File: src/rtl/multicycle_ctrl_fsm_if.sv
// Unified memory port shared by instruction fetch and load/store.
// Uses a request/ready handshake.
interface multicycle_ctrl_fsm_if;
  logic mem_req;
  logic mem_we;
  logic i_or_d;
  logic mem_ready;

  modport master (
    output mem_req,
    output mem_we,
    output i_or_d,
    input  mem_ready
  );

  modport slave (
    input  mem_req,
    input  mem_we,
    input  i_or_d,
    output mem_ready
  );
endinterface

File: src/rtl/multicycle_ctrl_fsm.sv
// Multi-cycle control FSM for the 16-bit CPU datapath.
// Sequences the datapath through fetch, decode, execute, memory and writeback, and counts retired instructions.
module multicycle_ctrl_fsm #(
  parameter int unsigned CNT_W    = 16,
  parameter logic [3:0]  OP_RTYPE = 4'd15
) (
  input  logic                 clk,
  input  logic                 reset_n,
  input  logic [3:0]           opcode,
  input  logic [5:0]           func_code,
  input  logic                 alu_cond,
  multicycle_ctrl_fsm_if.master mem,
  output logic                 ir_write,
  output logic                 pc_write,
  output logic                 pc_write_cond,
  output logic [1:0]           pc_source,
  output logic                 alu_src_a,
  output logic [1:0]           alu_src_b,
  output logic [1:0]           alu_op,
  output logic                 reg_dst,
  output logic                 mem_to_reg,
  output logic                 reg_write,
  output logic                 is_wwd,
  output logic                 is_halted,
  output logic [CNT_W-1:0]     num_inst
);

  localparam int unsigned OP_W = 4;
  localparam int unsigned FN_W = 6;

  localparam logic [OP_W-1:0] OP_BNE = 4'd0;
  localparam logic [OP_W-1:0] OP_BEQ = 4'd1;
  localparam logic [OP_W-1:0] OP_ADI = 4'd4;
  localparam logic [OP_W-1:0] OP_ORI = 4'd5;
  localparam logic [OP_W-1:0] OP_LHI = 4'd6;
  localparam logic [OP_W-1:0] OP_LWD = 4'd7;
  localparam logic [OP_W-1:0] OP_SWD = 4'd8;
  localparam logic [OP_W-1:0] OP_JMP = 4'd9;

  localparam logic [FN_W-1:0] FN_ALU_LAST = 6'd7;
  localparam logic [FN_W-1:0] FN_WWD      = 6'd28;
  localparam logic [FN_W-1:0] FN_HLT      = 6'd29;

  typedef enum logic [3:0] {
    S_RST,
    S_IF,
    S_ID,
    S_EX_R,
    S_WB_R,
    S_EX_I,
    S_WB_I,
    S_ADDR,
    S_MRD,
    S_WB_M,
    S_MWR,
    S_BR,
    S_JMP,
    S_WWD,
    S_HLT
  } state_t;

  typedef struct packed {
    logic       mem_req;
    logic       mem_we;
    logic       i_or_d;
    logic       ir_write;
    logic       pc_write;
    logic       pc_write_cond;
    logic [1:0] pc_source;
    logic       alu_src_a;
    logic [1:0] alu_src_b;
    logic [1:0] alu_op;
    logic       reg_dst;
    logic       mem_to_reg;
    logic       reg_write;
    logic       is_wwd;
    logic       is_halted;
  } ctrl_t;

  state_t state_q;
  state_t state_d;
  ctrl_t  ctrl_q;
  ctrl_t  ctrl_d;
  logic   retire;

  // alu_cond qualifies pc_write_cond inside the datapath; the sequencer never needs it.
  logic unused_alu_cond;
  assign unused_alu_cond = alu_cond;

  // Decoded successor of S_ID; S_IF means the instruction is a NOP.
  function automatic state_t id_target(input logic [OP_W-1:0] op, input logic [FN_W-1:0] fn);
    state_t t;
    t = S_IF;
    if (op == OP_RTYPE) begin
      if (fn <= FN_ALU_LAST)  t = S_EX_R;
      else if (fn == FN_WWD)  t = S_WWD;
      else if (fn == FN_HLT)  t = S_HLT;
      else                    t = S_IF;
    end else begin
      case (op)
        OP_ADI, OP_ORI, OP_LHI: t = S_EX_I;
        OP_LWD, OP_SWD:         t = S_ADDR;
        OP_BNE, OP_BEQ:         t = S_BR;
        OP_JMP:                 t = S_JMP;
        default:                t = S_IF;
      endcase
    end
    return t;
  endfunction

  // Control word asserted while sitting in a given state.
  function automatic ctrl_t ctrl_decode(input state_t s, input logic [OP_W-1:0] op);
    ctrl_t c;
    c = '0;
    case (s)
      S_IF: begin
        c.mem_req   = 1'b1;
        c.ir_write  = 1'b1;
        c.alu_src_b = 2'd1;
      end
      S_ID: c.alu_src_b = 2'd2;
      S_EX_R: begin
        c.alu_src_a = 1'b1;
        c.alu_op    = 2'd1;
      end
      S_WB_R: begin
        c.reg_dst   = 1'b1;
        c.reg_write = 1'b1;
      end
      S_EX_I: begin
        c.alu_src_a = 1'b1;
        c.alu_src_b = (op == OP_ORI) ? 2'd3 : 2'd2;
        c.alu_op    = 2'd3;
      end
      S_WB_I: c.reg_write = 1'b1;
      S_ADDR: begin
        c.alu_src_a = 1'b1;
        c.alu_src_b = 2'd2;
      end
      S_MRD: begin
        c.mem_req = 1'b1;
        c.i_or_d  = 1'b1;
      end
      S_WB_M: begin
        c.mem_to_reg = 1'b1;
        c.reg_write  = 1'b1;
      end
      S_MWR: begin
        c.mem_req = 1'b1;
        c.mem_we  = 1'b1;
        c.i_or_d  = 1'b1;
      end
      S_BR: begin
        c.alu_src_a     = 1'b1;
        c.alu_op        = 2'd2;
        c.pc_write_cond = 1'b1;
        c.pc_source     = 2'd1;
      end
      S_JMP: begin
        c.pc_write  = 1'b1;
        c.pc_source = 2'd2;
      end
      S_WWD:   c.is_wwd    = 1'b1;
      S_HLT:   c.is_halted = 1'b1;
      default: c = '0;
    endcase
    return c;
  endfunction

  // State register
  always_ff @(posedge clk or negedge reset_n) begin
    if (!reset_n) state_q <= S_RST;
    else          state_q <= state_d;
  end

  // Next state, retire strobe and the control word for the next state
  always_comb begin
    state_d = state_q;
    retire  = 1'b0;
    case (state_q)
      S_RST: state_d = S_IF;
      S_IF:  if (mem.mem_ready) state_d = S_ID;
      S_ID: begin
        state_d = id_target(opcode, func_code);
        retire  = (state_d == S_IF) || (state_d == S_HLT);
      end
      S_EX_R: state_d = S_WB_R;
      S_EX_I: state_d = S_WB_I;
      S_ADDR: state_d = (opcode == OP_LWD) ? S_MRD : S_MWR;
      S_MRD:  if (mem.mem_ready) state_d = S_WB_M;
      S_MWR: begin
        if (mem.mem_ready) begin
          state_d = S_IF;
          retire  = 1'b1;
        end
      end
      S_WB_R, S_WB_I, S_WB_M, S_BR, S_JMP, S_WWD: begin
        state_d = S_IF;
        retire  = 1'b1;
      end
      S_HLT:   state_d = S_HLT;
      default: state_d = S_RST;
    endcase
    ctrl_d = ctrl_decode(state_d, opcode);
  end

  // Registered control word and retired-instruction counter
  always_ff @(posedge clk or negedge reset_n) begin
    if (!reset_n) begin
      ctrl_q   <= '0;
      num_inst <= '0;
    end else begin
      ctrl_q <= ctrl_d;
      if (retire) num_inst <= num_inst + CNT_W'(1);
    end
  end

  assign mem.mem_req    = ctrl_q.mem_req;
  assign mem.mem_we     = ctrl_q.mem_we;
  assign mem.i_or_d     = ctrl_q.i_or_d;
  assign ir_write       = ctrl_q.ir_write;
  // PC+1 during fetch is committed only on the completing cycle.
  assign pc_write       = ctrl_q.pc_write | ((state_q == S_IF) & mem.mem_ready);
  assign pc_write_cond  = ctrl_q.pc_write_cond;
  assign pc_source      = ctrl_q.pc_source;
  assign alu_src_a      = ctrl_q.alu_src_a;
  assign alu_src_b      = ctrl_q.alu_src_b;
  assign alu_op         = ctrl_q.alu_op;
  assign reg_dst        = ctrl_q.reg_dst;
  assign mem_to_reg     = ctrl_q.mem_to_reg;
  assign reg_write      = ctrl_q.reg_write;
  assign is_wwd         = ctrl_q.is_wwd;
  assign is_halted      = ctrl_q.is_halted;

endmodule

File: src/flat_wrapper.sv
// flat-port wrapper written by rule: the top's interface ports become plain ports
module multicycle_ctrl_fsm_flat 
#(
  parameter int unsigned CNT_W    = 16,
  parameter logic [3:0]  OP_RTYPE = 4'd15
)
  (clk, reset_n, opcode, func_code, alu_cond, ir_write, pc_write, pc_write_cond, pc_source, alu_src_a, alu_src_b, alu_op, reg_dst, mem_to_reg, reg_write, is_wwd, is_halted, num_inst, mem_mem_req, mem_mem_we, mem_i_or_d, mem_mem_ready);
  multicycle_ctrl_fsm_if mem_i ();
  input  logic clk;
  input  logic reset_n;
  input  logic [3:0] opcode;
  input  logic [5:0] func_code;
  input  logic alu_cond;
  output logic ir_write;
  output logic pc_write;
  output logic pc_write_cond;
  output logic [1:0] pc_source;
  output logic alu_src_a;
  output logic [1:0] alu_src_b;
  output logic [1:0] alu_op;
  output logic reg_dst;
  output logic mem_to_reg;
  output logic reg_write;
  output logic is_wwd;
  output logic is_halted;
  output logic [CNT_W-1:0] num_inst;
  output wire logic [$bits(mem_i.mem_req)-1:0] mem_mem_req;
  output wire logic [$bits(mem_i.mem_we)-1:0] mem_mem_we;
  output wire logic [$bits(mem_i.i_or_d)-1:0] mem_i_or_d;
  input wire logic [$bits(mem_i.mem_ready)-1:0] mem_mem_ready;
  assign mem_mem_req = mem_i.mem_req;
  assign mem_mem_we = mem_i.mem_we;
  assign mem_i_or_d = mem_i.i_or_d;
  assign mem_i.mem_ready = mem_mem_ready;
  multicycle_ctrl_fsm #(.CNT_W(CNT_W), .OP_RTYPE(OP_RTYPE)) u_core (.clk(clk), .reset_n(reset_n), .opcode(opcode), .func_code(func_code), .alu_cond(alu_cond), .mem(mem_i), .ir_write(ir_write), .pc_write(pc_write), .pc_write_cond(pc_write_cond), .pc_source(pc_source), .alu_src_a(alu_src_a), .alu_src_b(alu_src_b), .alu_op(alu_op), .reg_dst(reg_dst), .mem_to_reg(mem_to_reg), .reg_write(reg_write), .is_wwd(is_wwd), .is_halted(is_halted), .num_inst(num_inst));
endmodule
File: config.mk
export PLATFORM = sky130hd
export DESIGN_NAME = multicycle_ctrl_fsm_flat
export DESIGN_NICKNAME = d
export VERILOG_FILES = /design/src/rtl/multicycle_ctrl_fsm_if.sv /design/src/rtl/multicycle_ctrl_fsm.sv /design/src/flat_wrapper.sv
export SDC_FILE = /design/constraint.sdc
export NUM_CORES = 1
export LEC_CHECK = 0
export ABC_CLOCK_PERIOD_IN_PS = 2900
export CORE_ASPECT_RATIO = 1.1
export CORE_MARGIN = 5
export CORE_UTILIZATION = 40
export CTS_BUF_LIST = sky130_fd_sc_hd__clkbuf_16
export DETAILED_ROUTE_END_ITERATION = 7
export PLACE_DENSITY = 0.69
export SYNTH_ARGS = -nofsm -noshare
export SYNTH_HDL_FRONTEND = slang
export SYNTH_SLANG_ARGS = --single-unit
File: constraint.sdc
create_clock -name clk -period 2.9 [get_ports clk]
set_clock_uncertainty 0.1 [all_clocks]
set_input_delay 0.58 -clock clk [delete_from_list [all_inputs] [get_ports clk]]
set_output_delay 0.58 -clock clk [all_outputs]
set_load 0.01 [all_outputs]
# After elaboration in Yosys (flattened, before gate mapping)
# Memories as Yosys holds them, arrays and structs flattened.
# Index checks and enable logic that the tools add are counted.
# op_classes
addsub,1
magnitude_cmp,1
eq_ne,35
n_mux,28
bitwise,2
n_reduce_logical,9
# ops
cell,n
== test 4 bit (second input constant),16
== test 4 x 3 -> 1 bit (second input constant),10
case mux 4 bit (9 select lines),1
2-to-1 mux 4 bit,8
adder 16 x 1 -> 16 bit (second input constant),1
== test 4 x 2 -> 1 bit (second input constant),4
2-to-1 mux 1 bit,14
== test 4 x 1 -> 1 bit (second input constant),3
== test 6 x 5 -> 1 bit (second input constant),2
case mux 2 bit (3 select lines),2
OR reduction 7 bit,1
<= comparator 6 x 3 -> 1 bit (second input constant),1
OR reduction 3 bit,2
OR reduction 6 bit,1
logical NOT 4 bit,1
case mux 2 bit (2 select lines),1
OR reduction 2 bit,2
OR reduction 4 bit,1
case mux 1 bit (3 select lines),1
2-to-1 mux 2 bit,1
bitwise AND 1 bit,1
logical OR 1 bit,1
OR 1 bit,1
# word_totals
register_bits,38
rom_bits,64
input_bits,14
output_inout_bits,34
word_cells,94
mem_count,1
# mem_list
name,depth,word_bits,read_ports,rd_ports_with_merged_regs,wr,line,text
(no name shown),16,4,1,0,0,multicycle_ctrl_fsm.sv:100,case (op)

# Longest topological paths before layout
# Gate-level depths: netlist of the first run.
# depth
word_depth,10
depth_mapped,7
depth_no_buf,6

# Worst setup path before layout of the first run
# No wires, ideal clock.
# synth_timing
kind,input to register
startpoint,in func_code[1]
endpoint,reg u_core.num_inst[11]
arrival_ns,1.783
t_required_ns,2.674
slack_ns,0.892
cell_stages,6
n_path_buf,1
path_cell_list,and4b_1 nand4_1 nor2b_1 buf_2 o2111ai_2 xnor2_1
# synth_between
elab_chain_cells,9
# synth_lines
element,line,text
"start, declared",flat_wrapper.sv:12,input logic [5:0] func_code;
"parallel branches: the longest is 3 deep, another holds <= comparator 6 x 3 -> 1 bit",--,
2-to-1 mux 4 bit *,multicycle_ctrl_fsm.sv:95,if (fn <= FN_ALU_LAST) t = S_EX_R;
2-to-1 mux 4 bit *,multicycle_ctrl_fsm.sv:94,if (op == OP_RTYPE) begin
2-to-1 mux 4 bit *,multicycle_ctrl_fsm.sv:180,case (state_q)
== test 4 x 1 -> 1 bit or == test 4 bit (tied branches),multicycle_ctrl_fsm.sv:185,retire = (state_d == S_IF) || (state_d == S_HLT);
logical OR 1 bit *,multicycle_ctrl_fsm.sv:185,
case mux 1 bit (3 select lines) *,multicycle_ctrl_fsm.sv:180,
"end signal, assigned",multicycle_ctrl_fsm.sv:214,if (retire) num_inst <= num_inst + CNT_W'(1);
"end, declared",multicycle_ctrl_fsm.sv:25,output logic [CNT_W-1:0] num_inst
# Mark *: on every way between the ends. The select of a mux whose other input is x is not followed.
# A chain may end at the register's enable or synchronous reset.

# Final worst setup path of the first run
# layout_timing
startpoint,in mem_mem_ready
endpoint,out pc_write
# layout_between
elab_chain_cells,2
# layout_lines
element,line,text
"start, declared",flat_wrapper.sv:30,input wire logic [$bits(mem_i.mem_ready)-1:0] mem_mem_ready;
bitwise AND 1 bit,multicycle_ctrl_fsm.sv:223,assign pc_write = ctrl_q.pc_write | ((state_q == S_IF) & mem.mem_ready);
OR 1 bit,multicycle_ctrl_fsm.sv:223,
"end, declared",flat_wrapper.sv:15,output logic pc_write;
# No other way between the ends.

==> summary.txt, run 1 <==
Run status
  – Run status: complete, no violations

Setup path
  – Crit path top cell by count: clkdlybuf4s50_1
  – Crit path from: mem_mem_ready
  – CP Class: in2out
  – Reg2reg path depth: 5
  – Data required, critical path: 2220 ps
  – CP bufs+invs: 2
  – Max incr delay on CP: 580 ps
  – Critical path arrival: 1980 ps
  – RR Endpoint: u_core.num_inst[1]$_DFFE_PN0P_
  – Crit start category: input pin
  – Crit. End Element: output pin
  – CP Max Fanout: 6
  – Reg-to-Reg Start: u_core.state_q[1]$_DFF_PN0_
  – CP top delay family: buffers and inverters
  – Reg2Reg Setup Slack: 690 ps
  – Slowest cell on the critical path: clkdlybuf4s50_1
  – WP depth: 4
  – End of the critical path: pc_write
  – Crit path cell chain: clkdlybuf4s50_1, nand4b_1, nand2b_1, clkdlybuf4s50_1

Synthesis
  – Dominant cells by area after synthesis: dfrtp_1, xnor2_1, nor2_1, buf_4, o21ai_0
  – Simple-Gate Fraction of Synth Area: 0.219
  – Ys async rst share: 1.00
  – Main combinational cell family by area after synthesis: simple AND/OR/NAND/NOR gates
  – Main synth FF type: dfrtp_1
  – Area leader, netlist: dfrtp_1
  – Post-synth EDFFs: 0
  – Synth cell count leaders: dfrtp_1, nor2_1, xnor2_1
  – Yosys warnings: 0
  – Avg Inst Size Synth: 10.5 µm²
  – Seq cells post-synth: 37
  – Post-Synthesis Cells: 183
  – Synth Area in Compound Gates: 0.160
  – Mux share of post-synthesis cell area: 0.0110
  – Post-synthesis cell area: 1930 µm²
  – Synth Area in XOR/XNOR: 0.0681
  – Top cell type's share of synthesized area: 0.480
  – Distinct cells, synth: 51
  – Post-synthesis sequential area ratio: 0.480
  – Syn_nets: 198
  – Adder-cell share of the synthesized area: 0.00649
  – Most common cell in the netlist: dfrtp_1

Drt
  – DRC viols: 0
  – Post-DR vias/cell: 5.35
  – Initial drt markers: 84
  – Post-DRT Antenna Nets: 0
  – Drt total wl: 4070 µm
  – Via count: 1,535
  – First drt pass iteration count: 4
  – Routed wire per std cell: 14.2 µm

Layout
  – Largest regs: u_core.num_inst: 16 flops, u_core.state_q: 4 flops
  – ANT cells: 0
  – Number of flip-flops under the largest register name: 16
  – Area grow syn2layout: 34.1%
  – Top reg by flops: u_core.num_inst
  – # nets final: 245
  – Share of cells above drive strength 1: 0.126

Global route
  – Initial antenna violation count: 0
  – Pin count of the biggest net entering global routing: 38
  – GRT overflow: 0
  – First-pass GRT wire length: 6930 µm
  – GRT Overall Usage: 0.131
  – Vias in the first global route: 1,479

Timing
  – Fin crit share: 0.918
  – Worst rel slew slack: 0.700
  – Final min period: 2660 ps
  – RSZ-0062 raised after global routing: false
  – Slew Limit Fails: 0
  – Worst setup margin: 239 ps
  – Setup TNS Final: 0 ps
  – Endpoints failing setup: 0
  – Max Fclk: 0.376 GHz
  – Tightest Pin Transition: 450 ps
  – Final hold viol count: 0

Clocking
  – TritonCTS buffer count: 5
  – Hold-fix buffer count after cts: 0
  – Post-CTS Setup Bufs: 0
  – Clock tree sinks: 37
  – CTS Buffer Depth: 2
  – Clk_lat worst skew: 280 ps
  – Htree depth: 2
  – CTS tree: done
  – PostCTS Resize Cnt: 0
  – Clock Root Buffer: clkbuf_16
  – Worst-path clk slew: 60 ps

Floorplan
  – Placeable core area: 4650 µm²
  – Die X: 76.2 µm
  – Die area: 6310 µm²
  – I/O pin cnt: 48
  – Core Rows: 26
  – Initial Utilization: 0.414
  – Chip Height: 82.8 µm

Pwr
  – Power per cell area: 906 nW/µm²
  – Peak supply drop: 302 µV
  – Static leakage: 1.09 nW
  – Final Power: 2.34 mW

Placed design
  – Gp weighted congestion: 0.863
  – I/O Buffers: 46
  – Dpl hpwl: 3060 µm
  – Dpl ws: 236 ps

Hold path
  – Hold Path Class: reg2reg

Job
  – Max Cap Viol: 0
## per-layer routing
metal,routed length [µm],vias up,share of wire,global-route usage
li1,-,768,-,-
met1,1870,721,0.46,0.176
met2,1900,41,0.47,0.209
met3,234,5,0.058,0.0238
met4,63,0,0.015,0.0525
met5,0,-,0,0
## where the power goes
group,internal (mW),total [mW],switching (mW)
registers,0.643,0.787,0.143
logic,0.476,0.949,0.473
clock network,0.406,0.607,0.201
total,1.53,2.34,0.818
## stage by stage
| stage | util | hold slack, ps | cell area [µm²] | instances |
|---|---|---|---|---|
| finish | 0.556 | 388 | 2590 | 287 |
| global route | 0.556 | 409 | 2590 | 287 |
| CTS | 0.556 | 389 | 2590 | 287 |
| detailed placement | 0.519 | 381 | 2410 | 279 |
| global placement | 0.519 | 375 | 2410 | 279 |
| floorplan | - | 184 | 1930 | 183 |
## placed cells by master (no fill, tap or decap), types with 3 or more instances in the layout
cell type and count:
a21oi_1 3, nand2_1 5, nor2b_1 3, o211ai_1 4
nand3_1 7, dfrtp_1 37, and2_1 3, o2111ai_1 4
inv_1 3, nand2b_1 4, nor2_1 15, clkbuf_16 5
nor3_1 6, o21ai_0 10, and3_1 5, buf_4 6
clkdlybuf4s50_1 46, and4_1 3, xnor2_1 15, a31oi_1 3
## worst min path at each step
stage | startpoint | end | slack [ps] | depth (start not counted)
after floorplan | reset_n | u_core.alu_op[0]$_DFF_PN0_ | 180 | 0
after global placement | u_core.num_inst[15]$_DFFE_PN0P_ | u_core.num_inst[15]$_DFFE_PN0P_ | 380 | 1
after detailed placement | u_core.num_inst[15]$_DFFE_PN0P_ | u_core.num_inst[15]$_DFFE_PN0P_ | 380 | 1
after CTS | u_core.num_inst[15]$_DFFE_PN0P_ | u_core.num_inst[15]$_DFFE_PN0P_ | 390 | 1
after global routing | u_core.num_inst[15]$_DFFE_PN0P_ | u_core.num_inst[15]$_DFFE_PN0P_ | 410 | 1
final | u_core.num_inst[15]$_DFFE_PN0P_ | u_core.num_inst[15]$_DFFE_PN0P_ | 390 | 1
## cell families (layout without fill, tap and decap cells)
kind of cell    after synthesis  in the layout
simple gates                 70             70
compound gates               41             41
flops                        37             37
buf+inv                      17             65
xor+xnor                     15             15
mux                           2              2
fa+ha+maj                     1              1
## final cells by class
class	count	area (µm²)
fill	426	2070
clock inverter	3	46.3
multi-input combinational	129	895
inverter	5	18.8
timing repair buffer	52	505
sequential	37	926
tap	56	70.1
clock buffer	5	125
No activity file was read; power rests on OpenSTA's default activity.
==> run 2, diff against run 1 <==
--- a/config.mk
+++ b/config.mk
@@ -11,7 +11,9 @@
 export CORE_UTILIZATION = 40
 export CTS_BUF_LIST = sky130_fd_sc_hd__clkbuf_16
 export DETAILED_ROUTE_END_ITERATION = 7
+export MAX_ROUTING_LAYER = met4
 export PLACE_DENSITY = 0.69
 export SYNTH_ARGS = -nofsm -noshare
 export SYNTH_HDL_FRONTEND = slang
 export SYNTH_SLANG_ARGS = --single-unit
+export TNS_END_PERCENT = 10
==> run 2 against run 1 <==
Final cell count stayed put. Setup slack better by 15 ps. Clock-buffer cell count unchanged. Wire length is 4.3% higher. Register-to-register slack worse by 20 ps.
==> summary.txt, run 2 (synthesis gave the netlist of run 1 again) <==
Floorplan
  – Placeable core area: 4650 µm²
  – I/O pin cnt: 48
  – Initial Utilization: 0.414
  – Die X: 76.2 µm
  – Die area: 6310 µm²
  – Chip Height: 82.8 µm
  – Core Rows: 26

Job
  – Max Cap Viol: 0

Clocking
  – Clk_lat worst skew: 270 ps
  – Hold-fix buffer count after cts: 0
  – Clock tree sinks: 37
  – Htree depth: 2
  – CTS Buffer Depth: 2
  – CTS tree: done
  – Worst-path clk slew: 50 ps
  – TritonCTS buffer count: 5
  – Post-CTS Setup Bufs: 0
  – Clock Root Buffer: clkbuf_16
  – PostCTS Resize Cnt: 0

Layout
  – Largest regs: u_core.num_inst: 16 flops, u_core.state_q: 4 flops
  – Area grow syn2layout: 33.7%
  – Top reg by flops: u_core.num_inst
  – Number of flip-flops under the largest register name: 16
  – Commonest cells after routing, fill and taps aside: clkdlybuf4s50_1, dfrtp_1, nor2_1, xnor2_1, o21ai_0
  – Share of cells above drive strength 1: 0.117
  – Post-layout util: 0.554
  – ANT cells: 0
  – Commonest non-fill, non-tap cell in the layout: clkdlybuf4s50_1
  – Design Area, Final: 2580 µm²
  – # nets final: 245
  – Final Non-Filler Cells: 287

Pwr
  – Static leakage: 1.09 nW
  – Power per cell area: 904 nW/µm²
  – Comb power frac: 0.409
  – Reg power frac: 0.340
  – Final Power: 2.33 mW
  – Clock share of power: 0.251
  – Switch share: 0.349
  – Psw: 813 µW
  – Pint: 1.52 mW
  – Peak supply drop: 325 µV

Global route
  – Initial antenna violation count: 0
  – Vias in the first global route: 1,534
  – First-pass GRT wire length: 7350 µm
  – GRT Overall Usage: 0.142
  – Pin count of the biggest net entering global routing: 38
  – GRT overflow: 0

Drt
  – Via count: 1,541
  – Post-DR vias/cell: 5.37
  – DRC viols: 0
  – Post-DRT Antenna Nets: 0
  – First drt pass iteration count: 4
  – Initial drt markers: 122
  – Drt total wl: 4240 µm
  – Routed wire per std cell: 14.8 µm

Hold path
  – Hold Path Class: reg2reg
  – Worst hold start: u_core.num_inst[15]$_DFFE_PN0P_
  – Hold Crit Depth: 1
  – Hold endpoint: u_core.num_inst[15]$_DFFE_PN0P_

Timing
  – Min Hold Slack: 388 ps
  – Fin crit share: 0.913
  – RSZ-0062 raised after global routing: false
  – Tightest Pin Transition: 464 ps
  – Endpoints failing setup: 0
  – Final min period: 2650 ps
  – Setup TNS Final: 0 ps
  – Final hold viol count: 0
  – Worst rel slew slack: 0.690
  – Worst setup margin: 253 ps
  – Slew Limit Fails: 0
  – Max Fclk: 0.378 GHz

Placed design
  – Dpl hpwl: 3140 µm
  – I/O Buffers: 46
  – Gp weighted congestion: 0.879
  – Cell Area, Placed: 2410 µm²
  – Post-placement cell count: 279
  – Dpl ws: 221 ps

Setup path
  – Critical path arrival: 1970 ps
  – Crit. End Element: output pin
  – RR Endpoint: u_core.num_inst[1]$_DFFE_PN0P_
  – CP Class: in2out
  – Data required, critical path: 2220 ps
  – Reg2Reg Setup Slack: 670 ps
  – Crit path cell chain: clkdlybuf4s50_1, nand4b_1, nand2b_1, clkdlybuf4s50_1
  – Reg-to-Reg Start: u_core.state_q[1]$_DFF_PN0_
  – Crit path top cell by count: clkdlybuf4s50_1
  – Max incr delay on CP: 590 ps
  – Slowest cell on the critical path: clkdlybuf4s50_1
  – Reg2reg path depth: 5
  – CP Max Fanout: 6
  – Crit start category: input pin

Run status
  – Run status: complete, no violations
-- run 2: worst max path at each step --
stage / depth (start not counted) / startpoint / to
6_report: 4 / mem_mem_ready / pc_write
3_3_place_gp: 7 / opcode[1] / u_core.alu_op[0]$_DFF_PN0_
4_1_cts: 4 / mem_mem_ready / pc_write
5_1_grt: 4 / mem_mem_ready / pc_write
3_5_place_dp: 6 / opcode[1] / u_core.num_inst[1]$_DFFE_PN0P_
2_1_floorplan: 6 / func_code[1] / u_core.num_inst[11]$_DFFE_PN0P_
-- run 2: layout make-up --
class                           instances  area (µm²)
Timing Repair Buffer                   52         505
Multi-Input combinational cell        129         895
Inverter                                5        18.8
Fill cell                             429        2070
Sequential cell                        37         926
Clock buffer                            5         125
Tap cell                               56        70.1
Clock inverter                          3        37.5
-- run 2: critical path, delay by kind of cell --
kind                   cells  cell delay, ps
buffers and inverters      2            1120
and+or+nand+nor            2             260
-- run 2: power groups by stage --
| stage | combinational, mW | clock, mW | sequential, mW |
|---|---|---|---|
| 3_5_place_dp | 0.951 | 0 | 0.800 |
| 3_3_place_gp | 0.944 | 0 | 0.797 |
| 5_1_grt | 1.04 | 0.616 | 0.816 |
| 4_1_cts | 0.957 | 0.590 | 0.792 |
| 2_1_floorplan | 0.664 | 0 | 0.755 |
| 6_report | 0.954 | 0.584 | 0.792 |
-- run 2: layer usage --
layer	vias up	share of wire	global-route usage
met5	-	0	-
met4	0	0.016	0.0525
met3	5	0.053	0.0260
met2	36	0.48	0.223
met1	743	0.45	0.185
li1	757	-	-
